File: src/rtl/uart_pkg.sv
// Shared UART definitions: bit timing, parity encodings, FSM states and helpers.
package uart_pkg;

    localparam int BASE_CLK_DEFAULT = 50_000_000;
    localparam int BAUDRATE_DEFAULT = 115_200;

    localparam logic [1:0] PARITY_NONE = 2'd0;
    localparam logic [1:0] PARITY_ODD  = 2'd1;
    localparam logic [1:0] PARITY_EVEN = 2'd2;

    typedef enum logic [2:0] {
        IDLE   = 3'd0,
        START  = 3'd1,
        DATA   = 3'd2,
        PARITY = 3'd3,
        STOP   = 3'd4
    } uart_state_t;

    // Clock cycles per serial bit, truncated (50 MHz / 115200 -> 434).
    function automatic int clks_per_bit(input int base_clk, input int baudrate);
        return base_clk / baudrate;
    endfunction

    // Encoding 3 is reserved and behaves like "no parity".
    function automatic logic parity_enabled(input logic [1:0] parity_type);
        return (parity_type == PARITY_ODD) || (parity_type == PARITY_EVEN);
    endfunction

    // Parity bit so that data plus parity has an odd (ODD) or even (EVEN) ones count.
    function automatic logic parity_bit(input logic [7:0] data, input logic [1:0] parity_type);
        return (parity_type == PARITY_ODD) ? ~(^data) : (^data);
    endfunction

endpackage

File: src/rtl/uart_tx_if.sv
// Transmitter request/status bundle.
// Handshake: tx_start is the valid strobe and ~tx_busy is ready; a frame is
// accepted on the rising edge where tx_start=1 and tx_busy=0, and tx_data /
// parity_type are sampled on that edge only. tx_start while busy is dropped.
interface uart_tx_if;
    import uart_pkg::*;

    logic [7:0]  tx_data;
    logic        tx_start;
    logic [1:0]  parity_type;
    logic        serial_data_out;
    logic        tx_busy;
    logic        tx_done;
    uart_state_t state;       // current FSM state, for observation

    modport master (
        output tx_data, tx_start, parity_type,
        input  serial_data_out, tx_busy, tx_done, state
    );

    modport slave (
        input  tx_data, tx_start, parity_type,
        output serial_data_out, tx_busy, tx_done, state
    );

endinterface

File: src/rtl/uart_baud_cnt.sv
// Bit-period counter: counts 0..CLKS_PER_BIT-1 while enabled and flags the last cycle.
module uart_baud_cnt #(
    parameter int CLKS_PER_BIT = 434
) (
    input  logic clk,
    input  logic rst,
    input  logic clear,
    input  logic en,
    output logic bit_tick
);
    localparam int CW = (CLKS_PER_BIT > 1) ? $clog2(CLKS_PER_BIT) : 1;
    localparam logic [CW-1:0] LAST = CW'(CLKS_PER_BIT - 1);

    logic [CW-1:0] cnt_q;

    assign bit_tick = en && (cnt_q == LAST);

    // Count cycles within the current bit; wrap to 0 on each bit advance.
    always_ff @(posedge clk) begin
        if (rst || clear) begin
            cnt_q <= '0;
        end else if (en) begin
            cnt_q <= bit_tick ? '0 : cnt_q + CW'(1);
        end
    end

endmodule

File: src/rtl/uart_tx.sv
// UART transmitter: start, 8 data bits LSB-first, optional parity, stop.
module uart_tx
    import uart_pkg::*;
#(
    parameter int BASE_CLK = BASE_CLK_DEFAULT,
    parameter int BAUDRATE = BAUDRATE_DEFAULT
) (
    input logic       clk,
    input logic       rst,
    uart_tx_if.slave  bus
);
    localparam int CLKS_PER_BIT = clks_per_bit(BASE_CLK, BAUDRATE);

    uart_state_t state_q, state_d;
    logic [2:0]  bit_idx_q, bit_idx_d;
    logic [7:0]  data_q;
    logic [1:0]  par_q;
    logic        line_q, busy_q, done_q;
    logic        line_d, busy_d, done_d;
    logic        accept;
    logic        bit_tick;

    assign accept = (state_q == IDLE) && bus.tx_start;

    uart_baud_cnt #(.CLKS_PER_BIT(CLKS_PER_BIT)) u_baud (
        .clk      (clk),
        .rst      (rst),
        .clear    (accept),
        .en       (state_q != IDLE),
        .bit_tick (bit_tick)
    );

    // State, bit index, latched frame contents and registered outputs.
    always_ff @(posedge clk) begin
        if (rst) begin
            state_q   <= IDLE;
            bit_idx_q <= '0;
            data_q    <= '0;
            par_q     <= PARITY_NONE;
            line_q    <= 1'b1;
            busy_q    <= 1'b0;
            done_q    <= 1'b0;
        end else begin
            state_q   <= state_d;
            bit_idx_q <= bit_idx_d;
            line_q    <= line_d;
            busy_q    <= busy_d;
            done_q    <= done_d;
            if (accept) begin
                data_q <= bus.tx_data;
                par_q  <= bus.parity_type;
            end
        end
    end

    // Next state: advance one bit per bit_tick, parity only when enabled.
    always_comb begin
        state_d   = state_q;
        bit_idx_d = bit_idx_q;
        case (state_q)
            IDLE: begin
                bit_idx_d = '0;
                if (bus.tx_start) state_d = START;
            end
            START: begin
                if (bit_tick) begin
                    state_d   = DATA;
                    bit_idx_d = '0;
                end
            end
            DATA: begin
                if (bit_tick) begin
                    if (bit_idx_q == 3'd7) begin
                        state_d   = parity_enabled(par_q) ? PARITY : STOP;
                        bit_idx_d = '0;
                    end else begin
                        bit_idx_d = bit_idx_q + 3'd1;
                    end
                end
            end
            PARITY: begin
                if (bit_tick) state_d = STOP;
            end
            STOP: begin
                if (bit_tick) state_d = IDLE;
            end
            default: begin
                state_d = IDLE;
            end
        endcase
    end

    // Outputs are computed from the next state so the flops present them in step with it.
    always_comb begin
        line_d = 1'b1;
        busy_d = (state_d != IDLE);
        done_d = (state_q == STOP) && bit_tick;
        case (state_d)
            START:   line_d = 1'b0;
            DATA:    line_d = data_q[bit_idx_d];
            PARITY:  line_d = parity_bit(data_q, par_q);
            default: line_d = 1'b1;
        endcase
    end

    assign bus.serial_data_out = line_q;
    assign bus.tx_busy         = busy_q;
    assign bus.tx_done         = done_q;
    assign bus.state           = state_q;

endmodule
File: src/flat_wrapper.sv
// flat-port wrapper written by rule: the top's interface ports become plain ports
module uart_tx_flat import uart_pkg::*;
#(
    parameter int BASE_CLK = BASE_CLK_DEFAULT,
    parameter int BAUDRATE = BAUDRATE_DEFAULT
)
  (clk, rst, bus_tx_data, bus_tx_start, bus_parity_type, bus_serial_data_out, bus_tx_busy, bus_tx_done, bus_state);
  uart_tx_if bus_i ();
  input logic clk;
  input logic rst;
  input wire logic [$bits(bus_i.tx_data)-1:0] bus_tx_data;
  input wire logic [$bits(bus_i.tx_start)-1:0] bus_tx_start;
  input wire logic [$bits(bus_i.parity_type)-1:0] bus_parity_type;
  output wire logic [$bits(bus_i.serial_data_out)-1:0] bus_serial_data_out;
  output wire logic [$bits(bus_i.tx_busy)-1:0] bus_tx_busy;
  output wire logic [$bits(bus_i.tx_done)-1:0] bus_tx_done;
  output wire logic [$bits(bus_i.state)-1:0] bus_state;
  assign bus_i.tx_data = bus_tx_data;
  assign bus_i.tx_start = bus_tx_start;
  assign bus_i.parity_type = bus_parity_type;
  assign bus_serial_data_out = bus_i.serial_data_out;
  assign bus_tx_busy = bus_i.tx_busy;
  assign bus_tx_done = bus_i.tx_done;
  assign bus_state = bus_i.state;
  uart_tx #(.BASE_CLK(BASE_CLK), .BAUDRATE(BAUDRATE)) u_core (.clk(clk), .rst(rst), .bus(bus_i));
endmodule
File: config.mk
export PLATFORM = sky130hd
export DESIGN_NAME = uart_tx_flat
export DESIGN_NICKNAME = d
export VERILOG_FILES = /design/src/rtl/uart_pkg.sv /design/src/rtl/uart_tx_if.sv /design/src/rtl/uart_baud_cnt.sv /design/src/rtl/uart_tx.sv /design/src/flat_wrapper.sv
export SDC_FILE = /design/constraint.sdc
export NUM_CORES = 1
export LEC_CHECK = 0
export BUFFER_PORTS_ARGS = -buffer_cell sky130_fd_sc_hd__clkbuf_2
export CORE_MARGIN = 5
export CORE_UTILIZATION = 55
export DETAILED_ROUTE_END_ITERATION = 12
export GPL_TIMING_DRIVEN = 0
export PLACE_DENSITY = 0.8
export REMOVE_ABC_BUFFERS = 1
export SLEW_MARGIN = 10
export SYNTH_ARGS = -nofsm -noshare
export SYNTH_HDL_FRONTEND = slang
export SYNTH_SLANG_ARGS = --single-unit
File: constraint.sdc
create_clock -name clk -period 2.8 [get_ports clk]
set_input_delay 0.42 -clock clk [delete_from_list [all_inputs] [get_ports clk]]
set_output_delay 0.42 -clock clk [all_outputs]
set_load 0.05 [all_outputs]
==> metrics.txt, run 1 <==
outcome finished clean; Async SR Flop Fraction 0%; DP Wirelength 1980 um; Avg WL per Cell roughly 13 um; first-pass GRT wire length 4390 um; Top-Level Pins 19; Buf+Inv Stages, Crit Path 0; Max-cap violations 0; pin count of the biggest net entering global routing 21; gr ovfl total 0; total number of vias 1118; Fin Clk Skew approximately 0.017 ns; Port Buffers 18; gr usage total between 10% and 20%; drt pass-1 iters 4; max-slew violation count 0; CTS buffer count 3; FP Rows 18; Die Span X 60.9 um; CTS tree done; Final setup viols 0; Period Utilization, post-route 88.5%; clk root buf clkbuf_4; Yosys cell types 40; TNS Setup 0 ns; number of flops mapped to enable cells by yosys 0; Synth top area share roughly two fifths; RSZ-0062 raised after global routing false; Initial Utilization 57.5%; Commonest cells post-synth 28 x dfxtp_1, 24 x nand2_1, 22 x nor2_1, 12 x xnor2_1, 11 x a21oi_1; most numerous cell in the Yosys netlist dfxtp_1; Remaining DRCs 0; fin util 62.6%; critical setup path kind reg2reg; growth of design area from synthesis to finish 8.88%; Post-DRT Antenna Nets 0; Yosys warnings 0; crit path capture type flip-flop; core box area 2480 um2; slew of the pin with the lowest slew margin 0.650 ns; Achievable Freq 0.404 GHz; ys flop type dfxtp_1; initial antenna violation count 0; leak pwr 0.619 nW; fin nets roughly 200; Worst Path Arrival 2.71 ns; Synth Register Bits 28; delay-heaviest family, CP compound AO/OA/AOI/OAI gates; cell count after synthesis 163; fill count between 200 and 250; Hold-fix buffers, CTS 0; register area ~560 um2; clk_lat worst skew 0.34 ns; final hold vios 0; clk buf depth 2; Worst VDD drop 318 uV; critical-path cell list ha_1 > nand4b_1 > or2_1 > a211o_4 > a22oi_4 > mux2i_1 > o21ai_1 > a211o_1; Max stage delay on crit path 0.42 ns; CP required 3.03 ns; slowest cell on the critical path dfxtp_1; area occupied by multi-input gates 815 um2; cell taking the most area after synthesis dfxtp_1; Synth Cell Area 1420 um2; vias in the first global route 1017; Power Density 477 nW/um2; fraction of layout cells with a size suffix above 1 15.3%; register area share after synthesis 39.4%; H-tree levels 1; Post-CTS Setup Repair Bufs 0; top post-synthesis cells by area dfxtp_1 39%, xnor2_1 7.4%, nand2_1 6.3%; gpl congestion 0.842; worst hold path type in2reg; diode count 0; Max-slew headroom 56.4%; Avg Inst Size Synth just under 9 um2; Worst-path clk slew 0.16 ns; DR iter-0 viols 27; Worst Setup Start Kind flip-flop; CTS sink cnt 28; final worst path period need about 2.5 ns; detailed-route wire length roughly 2600 um; drt via density 5.40; post-cts sizing count 0; Die Height 60.9 um; crit-path max FO 6; die area 3710 um2
[layer usage]
metal / up-vias / global-route usage [%] / share of wire, %
li1: 586 / - / -
met1: 507 / 20.5 / 48
met2: 20 / 25.5 / 46
met3: 5 / 3.40 / 4.4
met4: 0 / 6.50 / 1.8
met5: - / 0 / 0
[kinds of logic after synthesis]
kind of cell | synth area share, %
AND/OR/NAND/NOR | 24.5
AO/OA/AOI/OAI | 15.7
flip-flops | 39.4
XOR/XNOR | 10.5
buffers and inverters | 3.43
adder cells (fa/ha/maj) | 4.39
multiplexers | 2.11
[report_power, final]
part,internal (mW),switching (mW),leakage [nW]
Clock,0.0797,0.119,0.0210
Combinational,0.0471,0.0649,0.370
Sequential,0.414,0.0147,0.228
[worst paths after layout]
kind,from,end,slack (ns),depth (start not counted)
min reg2reg,u_core.par_q[1],u_core.par_q[1],0.48,2
max reg2reg,u_core.u_baud.cnt_q[0],u_core.bus.serial_data_out,0.32,8
min,bus_tx_data[5],u_core.data_q[5],0.28,3
max,u_core.u_baud.cnt_q[0],u_core.bus.serial_data_out,0.32,8
[cells in the final DEF (no fill, tap or decap), types with 2 or more instances in the layout]
cell and n:
ha_1 5, xor2_1 5, inv_1 3, nand2_1 24
a211oi_1 2, nor3_1 5, clkbuf_2 18, nor3b_1 2
nor2_1 22, a21oi_1 11, nand3_1 2, and2_1 2
dfxtp_1 28, a31oi_1 3, mux2i_1 3, clkbuf_4 3
nor2b_1 2, xnor2_1 12, a22oi_4 2, o21ai_1 3
[per-stage QoR]
step | power [mW] | std cells | hold WS (ns) | setup WS (ns) | area, um2
after floorplan | 0.519 | 155 | 0.430 | 0.579 | 1390
after global routing | 0.778 | 207 | 0.261 | 0.137 | 1550
final | 0.739 | 207 | 0.275 | 0.322 | 1550
after CTS | 0.742 | 207 | 0.278 | 0.323 | 1550
after detailed placement | 0.549 | 203 | 0.460 | 0.353 | 1510
after global placement | 0.545 | 203 | 0.445 | 0.387 | 1510
[flip-flops by register name, indices dropped and copies added (netlist names)]
signal / flops
u_core.par_q: 2
u_core.data_q: 8
u_core.bus.state: 3
u_core.bus.tx_busy: 1
u_core.u_baud.cnt_q: 9
u_core.bus.tx_done: 1
u_core.bus.serial_data_out: 1
u_core.bit_idx_q: 3
[final cells by class]
type	instances	area share, %
Inverter	3	0.726
Clock buffer	4	2.34
Sequential cell	28	36.2
Timing Repair Buffer	18	5.81
Tap cell	30	2.42
Multi-Input combinational cell	124	52.5
[worst min-delay path, delay by kind of cell]
| family | cells | cell delay [ns] |
|---|---|---|
| AOI/OAI and AO/OA | 1 | 0.05 |
| buffers and inverters | 1 | 0.08 |
| and+or+nand+nor | 1 | 0.04 |
No activity file was read; power rests on OpenSTA's default activity.
==> run 2, diff against run 1 <==
--- a/config.mk
+++ b/config.mk
@@ -10,9 +10,10 @@
 export CORE_UTILIZATION = 55
 export DETAILED_ROUTE_END_ITERATION = 12
 export GPL_TIMING_DRIVEN = 0
-export PLACE_DENSITY = 0.8
+export PLACE_DENSITY = 0.79
 export REMOVE_ABC_BUFFERS = 1
 export SLEW_MARGIN = 10
 export SYNTH_ARGS = -nofsm -noshare
 export SYNTH_HDL_FRONTEND = slang
+export SYNTH_HIERARCHICAL = 1
 export SYNTH_SLANG_ARGS = --single-unit
==> run 2 against run 1 <==
Effect of this change: worst hold slack better by 0.021 ns; first-iteration DRC count is 78% higher; non-clock buffer count is 3 higher; final cell count is 5.3% higher; global-route usage is 1.0 points higher; routed wire length is 19% higher; via count is 15% higher; cell area is 5.2% higher; die area is 2.1% higher; synthesized cell count is 5.5% higher.
==> metrics.txt, run 2 <==
outcome finished clean; drt via density 5.89; fin nets 208; Worst Setup EP u_core/bus.serial_data_out; Largest regs u_core/u_baud/cnt_q (9), u_core/data_q (8); top post-synthesis cells by area dfxtp_1 38%, nand2_1 6.9%, a21oi_1 6.2%; leak pwr 0.630 nW; FP Rows 18; CTS buffer count 3; Synth Register Bits 28; Max-cap violations 0; clk buf depth 2; fill count 213; detailed-route wire length 3120 um; Worst-path clk slew 0.15 ns; worst hold path type in2reg; Max-slew headroom 72.6%; Worst VDD drop 348 uV; growth of design area from synthesis to finish 11.7%; clk root buf clkbuf_4; gr ovfl total 0; Top-Level Pins 19; drt pass-1 iters 4; max-slew violation count 0; Period Utilization, post-route 96.3%; H-tree levels 1; Reg-to-Reg Start u_core/bus.state[2]; Avg WL per Cell 14.3 um; initial antenna violation count 0; crit-path max FO 10; Yosys warnings 6; Final setup viols 0; DP Wirelength 2110 um; Min Hold Slack 0.296 ns; Worst Setup Start Kind flip-flop; slew of the pin with the lowest slew margin 0.409 ns; post-layout instance area 1630 um2; Yosys cell types 45; Area after DPL 1540 um2; FF-to-FF End u_core/bus.serial_data_out; CTS sink cnt 28; Synth Cell Area ~1500 um2; Avg Inst Size Synth 8.49 um2; first-pass GRT wire length 4850 um; cell count after synthesis 172; Commonest cells post-synth 28 x dfxtp_1, 27 x nand2_1, 18 x a21oi_1, 8 x xnor2_1; crit path from u_core/bus.state[2]; final hold vios 0; Die Height 61.5 um; commonest non-fill, non-tap cell in the layout nand2_1; critical setup path kind reg2reg; fin util about 65%; CTS tree done; Worst Path Arrival 2.93 ns; most numerous cell in the Yosys netlist dfxtp_1; pin count of the biggest net entering global routing 21; CP required just over 3 ns; clk_lat worst skew 0.33 ns; Initial Utilization 58.4%; Async SR Flop Fraction 0%; crit path capture type flip-flop; core box area 2500 um2; cell taking the most area after synthesis dfxtp_1; Remaining DRCs 0; register area share after synthesis 38.4%; final worst path period need 2.70 ns; Reg2Reg Setup Slack 0.10 ns; Die Span X 61.5 um; Largest register FFs 9; gr usage total about 17%; most frequent cells in the layout 27 x nand2_1, 23 x dfxtp_1, 18 x clkbuf_2, 18 x a21oi_1, 8 x xnor2_1; vias in the first global route 1173; Port Buffers 18; gpl congestion 0.790; diode count 0; total number of vias about 1300; Register-to-Register Path Depth 10; die area 3790 um2; number of flops mapped to enable cells by yosys 0; Achievable Freq 0.371 GHz; Total Power 733 uW; ys flop type dfxtp_1; TNS Setup 0 ns; Power Density about 450 nW/um2; Fin Clk Skew roughly 0.012 ns; Synth top area share 38.4%; Post-DRT Antenna Nets 0; fraction of layout cells with a size suffix above 1 21.8%; Reg with most FFs u_core/u_baud/cnt_q; DR iter-0 viols 48
run 2: cell types whose count changed in the layout (fill, tap and decap cells not counted), sizes merged, moves of 3 or more:
cell   before  now
a21oi      11   18
buf         0    3
inv         3    6
nand2      24   27
nand4       1    4
nor2       22    7
nor2b       2    7
xnor2      12    8
run 2: cell families after synthesis:
logic type / after synthesis / share of synthesized area [%]
simple gates: 71 / 26.3
fa+ha+maj: 6 / 5.14
xor+xnor: 11 / 6.60
mux: 6 / 4.28
buf+inv: 15 / 4.63
flops: 28 / 38.4
compound gates: 35 / 14.7
run 2: how the worst min path moves through the flow:
stage	start	to	cells past startpoint
2_1_floorplan	u_core/par_q[1]	u_core/par_q[1]	2
4_1_cts	bus_tx_data[0]	u_core/data_q[0]	3
3_5_place_dp	u_core/par_q[0]	u_core/par_q[0]	2
5_1_grt	bus_tx_data[0]	u_core/data_q[0]	3
6_report	bus_tx_data[0]	u_core/data_q[0]	3
3_3_place_gp	u_core/par_q[1]	u_core/par_q[1]	2
run 2: power by group:
part	internal, mW	switching [mW]	total, mW
Combinational	0.0449	0.0645	0.109
Sequential	0.411	0.0135	0.425
Clock	0.0796	0.119	0.199
run 2: layer usage:
layer  wire length, um  GRT usage, %
met1              1430          20.1
met2              1490          30.0
met3               166          4.61
met4                34          3.64
met5                 0             0
run 2: repair_timing:
item                       in CTS  in global routing
buffers inserted                2                  1
hold buffers                    0                  0
resized for setup               2                  8
hold endpoints to repair        0                  0
setup endpoints to repair       2                  1
pin swaps                       1                  2
run 2: worst max-delay path: stages (launching register included):
cell and delay, ns:
dfxtp_4 0.44, nor3_1 0.08, inv_1 0.18, nand4_1 0.25, nor3_4 0.37, nor4bb_1 0.42
a21oi_1 0.15, o21ai_2 0.22, o21bai_1 0.08, a31o_2 0.22, a31o_1 0.18
run 2: area by class of cell:
type / instances / area, um2 / share of cell area, %
flip-flops and latches: 28 / 572 / 35.1
clock buffers: 4 / 36.3 / 2.23
well taps: 30 / 37.5 / 2.30
multi-input cells: 129 / 850 / 52.1
repair buffers: 21 / 113 / 6.91
inverters: 6 / 22.5 / 1.38
run 2: stage by stage:
| stage | setup slack (ns) | instances |
|---|---|---|
| final | 0.105 | 218 |
| after global routing | -0.0693 | 218 |
| after CTS | 0.0165 | 217 |
| after detailed placement | -0.260 | 211 |
| after global placement | -0.205 | 211 |
| after floorplan | -0.173 | 163 |
==> run 3, diff against run 2 <==
--- a/config.mk
+++ b/config.mk
@@ -11,6 +11,7 @@
 export DETAILED_ROUTE_END_ITERATION = 12
 export GPL_TIMING_DRIVEN = 0
 export PLACE_DENSITY = 0.79
+export RECOVER_POWER = 50
 export REMOVE_ABC_BUFFERS = 1
 export SLEW_MARGIN = 10
 export SYNTH_ARGS = -nofsm -noshare
==> run 3 against run 2 <==
Effect of this change: setup slack gained 0.028 ns; non-clock buffer count stayed put; register-to-register slack improved by 0.03 ns; critical path type unchanged; critical endpoint unchanged; largest cell class unchanged; highest routed layer unchanged.
==> metrics.txt, run 3 (synthesis results as in run 2) <==
cell total after placement 211; CTS tree done; Worst-path clk slew about 0.14 ns; die area 3790 um2; initial antenna violation count 0; cell depth of the worst hold path 3; fraction of layout cells with a size suffix above 1 18.6%; final worst path period need 2.67 ns; CP required 3.08 ns; worst hold path type in2reg; Top-Level Pins 19; leak pwr 0.611 nW; DP Wirelength 2110 um; TNS Setup 0 ns; Period Utilization, post-route 95.2%; clk root buf clkbuf_4; Largest register FFs 9; Die Span X 61.5 um; critical setup path kind reg2reg; pin count of the biggest net entering global routing 21; clk buf depth 2; gr usage total 16.9%; outcome finished clean; Reg2Reg Setup Slack around 0.13 ns; Port Buffers 18; Max-slew headroom 60.4%; FF-to-FF End u_core/bus.serial_data_out; vias in the first global route 1173; final hold vios 0; Reg-to-Reg Start u_core/u_baud/cnt_q[1]; most frequent cells in the layout 27 x nand2_1, 23 x dfxtp_1, 18 x a21oi_1; Remaining DRCs 0; non-filler cells, final roughly 220; DR iter-0 viols 48; commonest non-fill, non-tap cell in the layout nand2_1; Worst VDD drop approximately 350 uV; gpl congestion a little under 0.8; detailed-route wire length 3130 um; Largest regs u_core/u_baud/cnt_q (9), u_core/data_q (8); drt pass-1 iters 4; total number of vias 1289; drt via density 5.91; first-pass GRT wire length ~4900 um; CTS sink cnt 28; Avg WL per Cell 14.4 um; Die Height roughly 62 um; H-tree levels 1; Post-DRT Antenna Nets 0; slew of the pin with the lowest slew margin 0.597 ns; max-slew violation count 0; Register-to-Register Path Depth 11; pre-CTS setup slack -0.260 ns; clk_lat worst skew 0.33 ns; Reg with most FFs u_core/u_baud/cnt_q; crit-path max FO 6; fin nets 208; Worst Setup Start Kind flip-flop; Hold Crit Endpoint u_core/data_q[0]; growth of design area from synthesis to finish 11.1%; Fin Clk Skew roughly 0.0086 ns; Power Density 452 nW/um2; Worst Path Arrival 2.95 ns; HP Start bus_tx_data[0]; diode count 0; FP Rows 18; Final setup viols 0; gr ovfl total 0; fin worst setup slack 0.133 ns; Max-cap violations 0; Initial Utilization 58.4%; CTS buffer count 3; crit path capture type flip-flop; Hold-fix buffers, CTS 0; Achievable Freq around 0.37 GHz; core box area 2500 um2
==> run 3: changes by cell type in the layout (fill, tap and decap cells not counted) <==
cell,previous run,this run
clkbuf_1,0,6
clkbuf_2,18,12
==> run 3: worst max-delay path, stage by stage (launching register included) <==
cell	delay, ns
dfxtp_2	0.38
inv_1	0.09
ha_1	0.14
nor2b_1	0.14
nand4_1	0.21
nor3_4	0.36
nor2b_1	0.13
a211o_1	0.35
mux2_2	0.32
nor2b_1	0.14
a22oi_1	0.20
a31o_1	0.16
==> run 3: report_power, final <==
part | total (mW) | switching, mW | internal, mW
Combinational | 0.109 | 0.0648 | 0.0439
Sequential | 0.425 | 0.0135 | 0.411
Clock | 0.199 | 0.119 | 0.0796
Total | 0.733 | 0.198 | 0.535
==> run 3: through the flow <==
stage                     util [%]  total power, mW  hold WS [ns]  cell area [um2]
after floorplan                  -            0.511         0.430             1420
after global placement        61.7            0.537         0.446             1540
after detailed placement      61.7            0.542         0.465             1540
after CTS                     64.1            0.736         0.284             1600
after global routing          64.9            0.762         0.282             1620
final                         64.9            0.733         0.293             1620
==> run 3: routing by layer <==
metal  global-route usage (%)  vias to the layer above  wire length [um]
met2                     30.0                       33              1500
met1                     20.1                      620              1430
li1                         -                      632                 -
met5                        0                        -                 0
met3                     4.61                        4               161
met4                     3.64                        0                34
==> run 3: what timing repair did <==
item                       4_1_cts  5_1_grt
pin swaps                        1        2
gates resized for setup          2        8
setup endpoints to repair        2        1
cloned                           0        0
buffers inserted                 2        1
==> run 3: cell type report <==
type                    instances  area, um2
repair buffers                 21        105
flip-flops and latches         28        572
fillers                       219        877
well taps                      30       37.5
inverters                       6       22.5
clock buffers                   4       36.3
multi-input cells             129        850
==> run 3: how the worst max path moves through the flow <==
stage	startpoint	slack, ns	depth (start not counted)	endpoint
2_1_floorplan	u_core/bus.state[2]	-0.17	10	u_core/bus.serial_data_out
3_3_place_gp	u_core/bus.state[2]	-0.21	10	u_core/bus.serial_data_out
3_5_place_dp	u_core/bus.state[2]	-0.26	10	u_core/bus.serial_data_out
4_1_cts	u_core/bus.state[1]	0.02	10	u_core/bus.serial_data_out
5_1_grt	u_core/u_baud/cnt_q[1]	-0.07	11	u_core/bus.serial_data_out
6_report	u_core/u_baud/cnt_q[1]	0.13	11	u_core/bus.serial_data_out
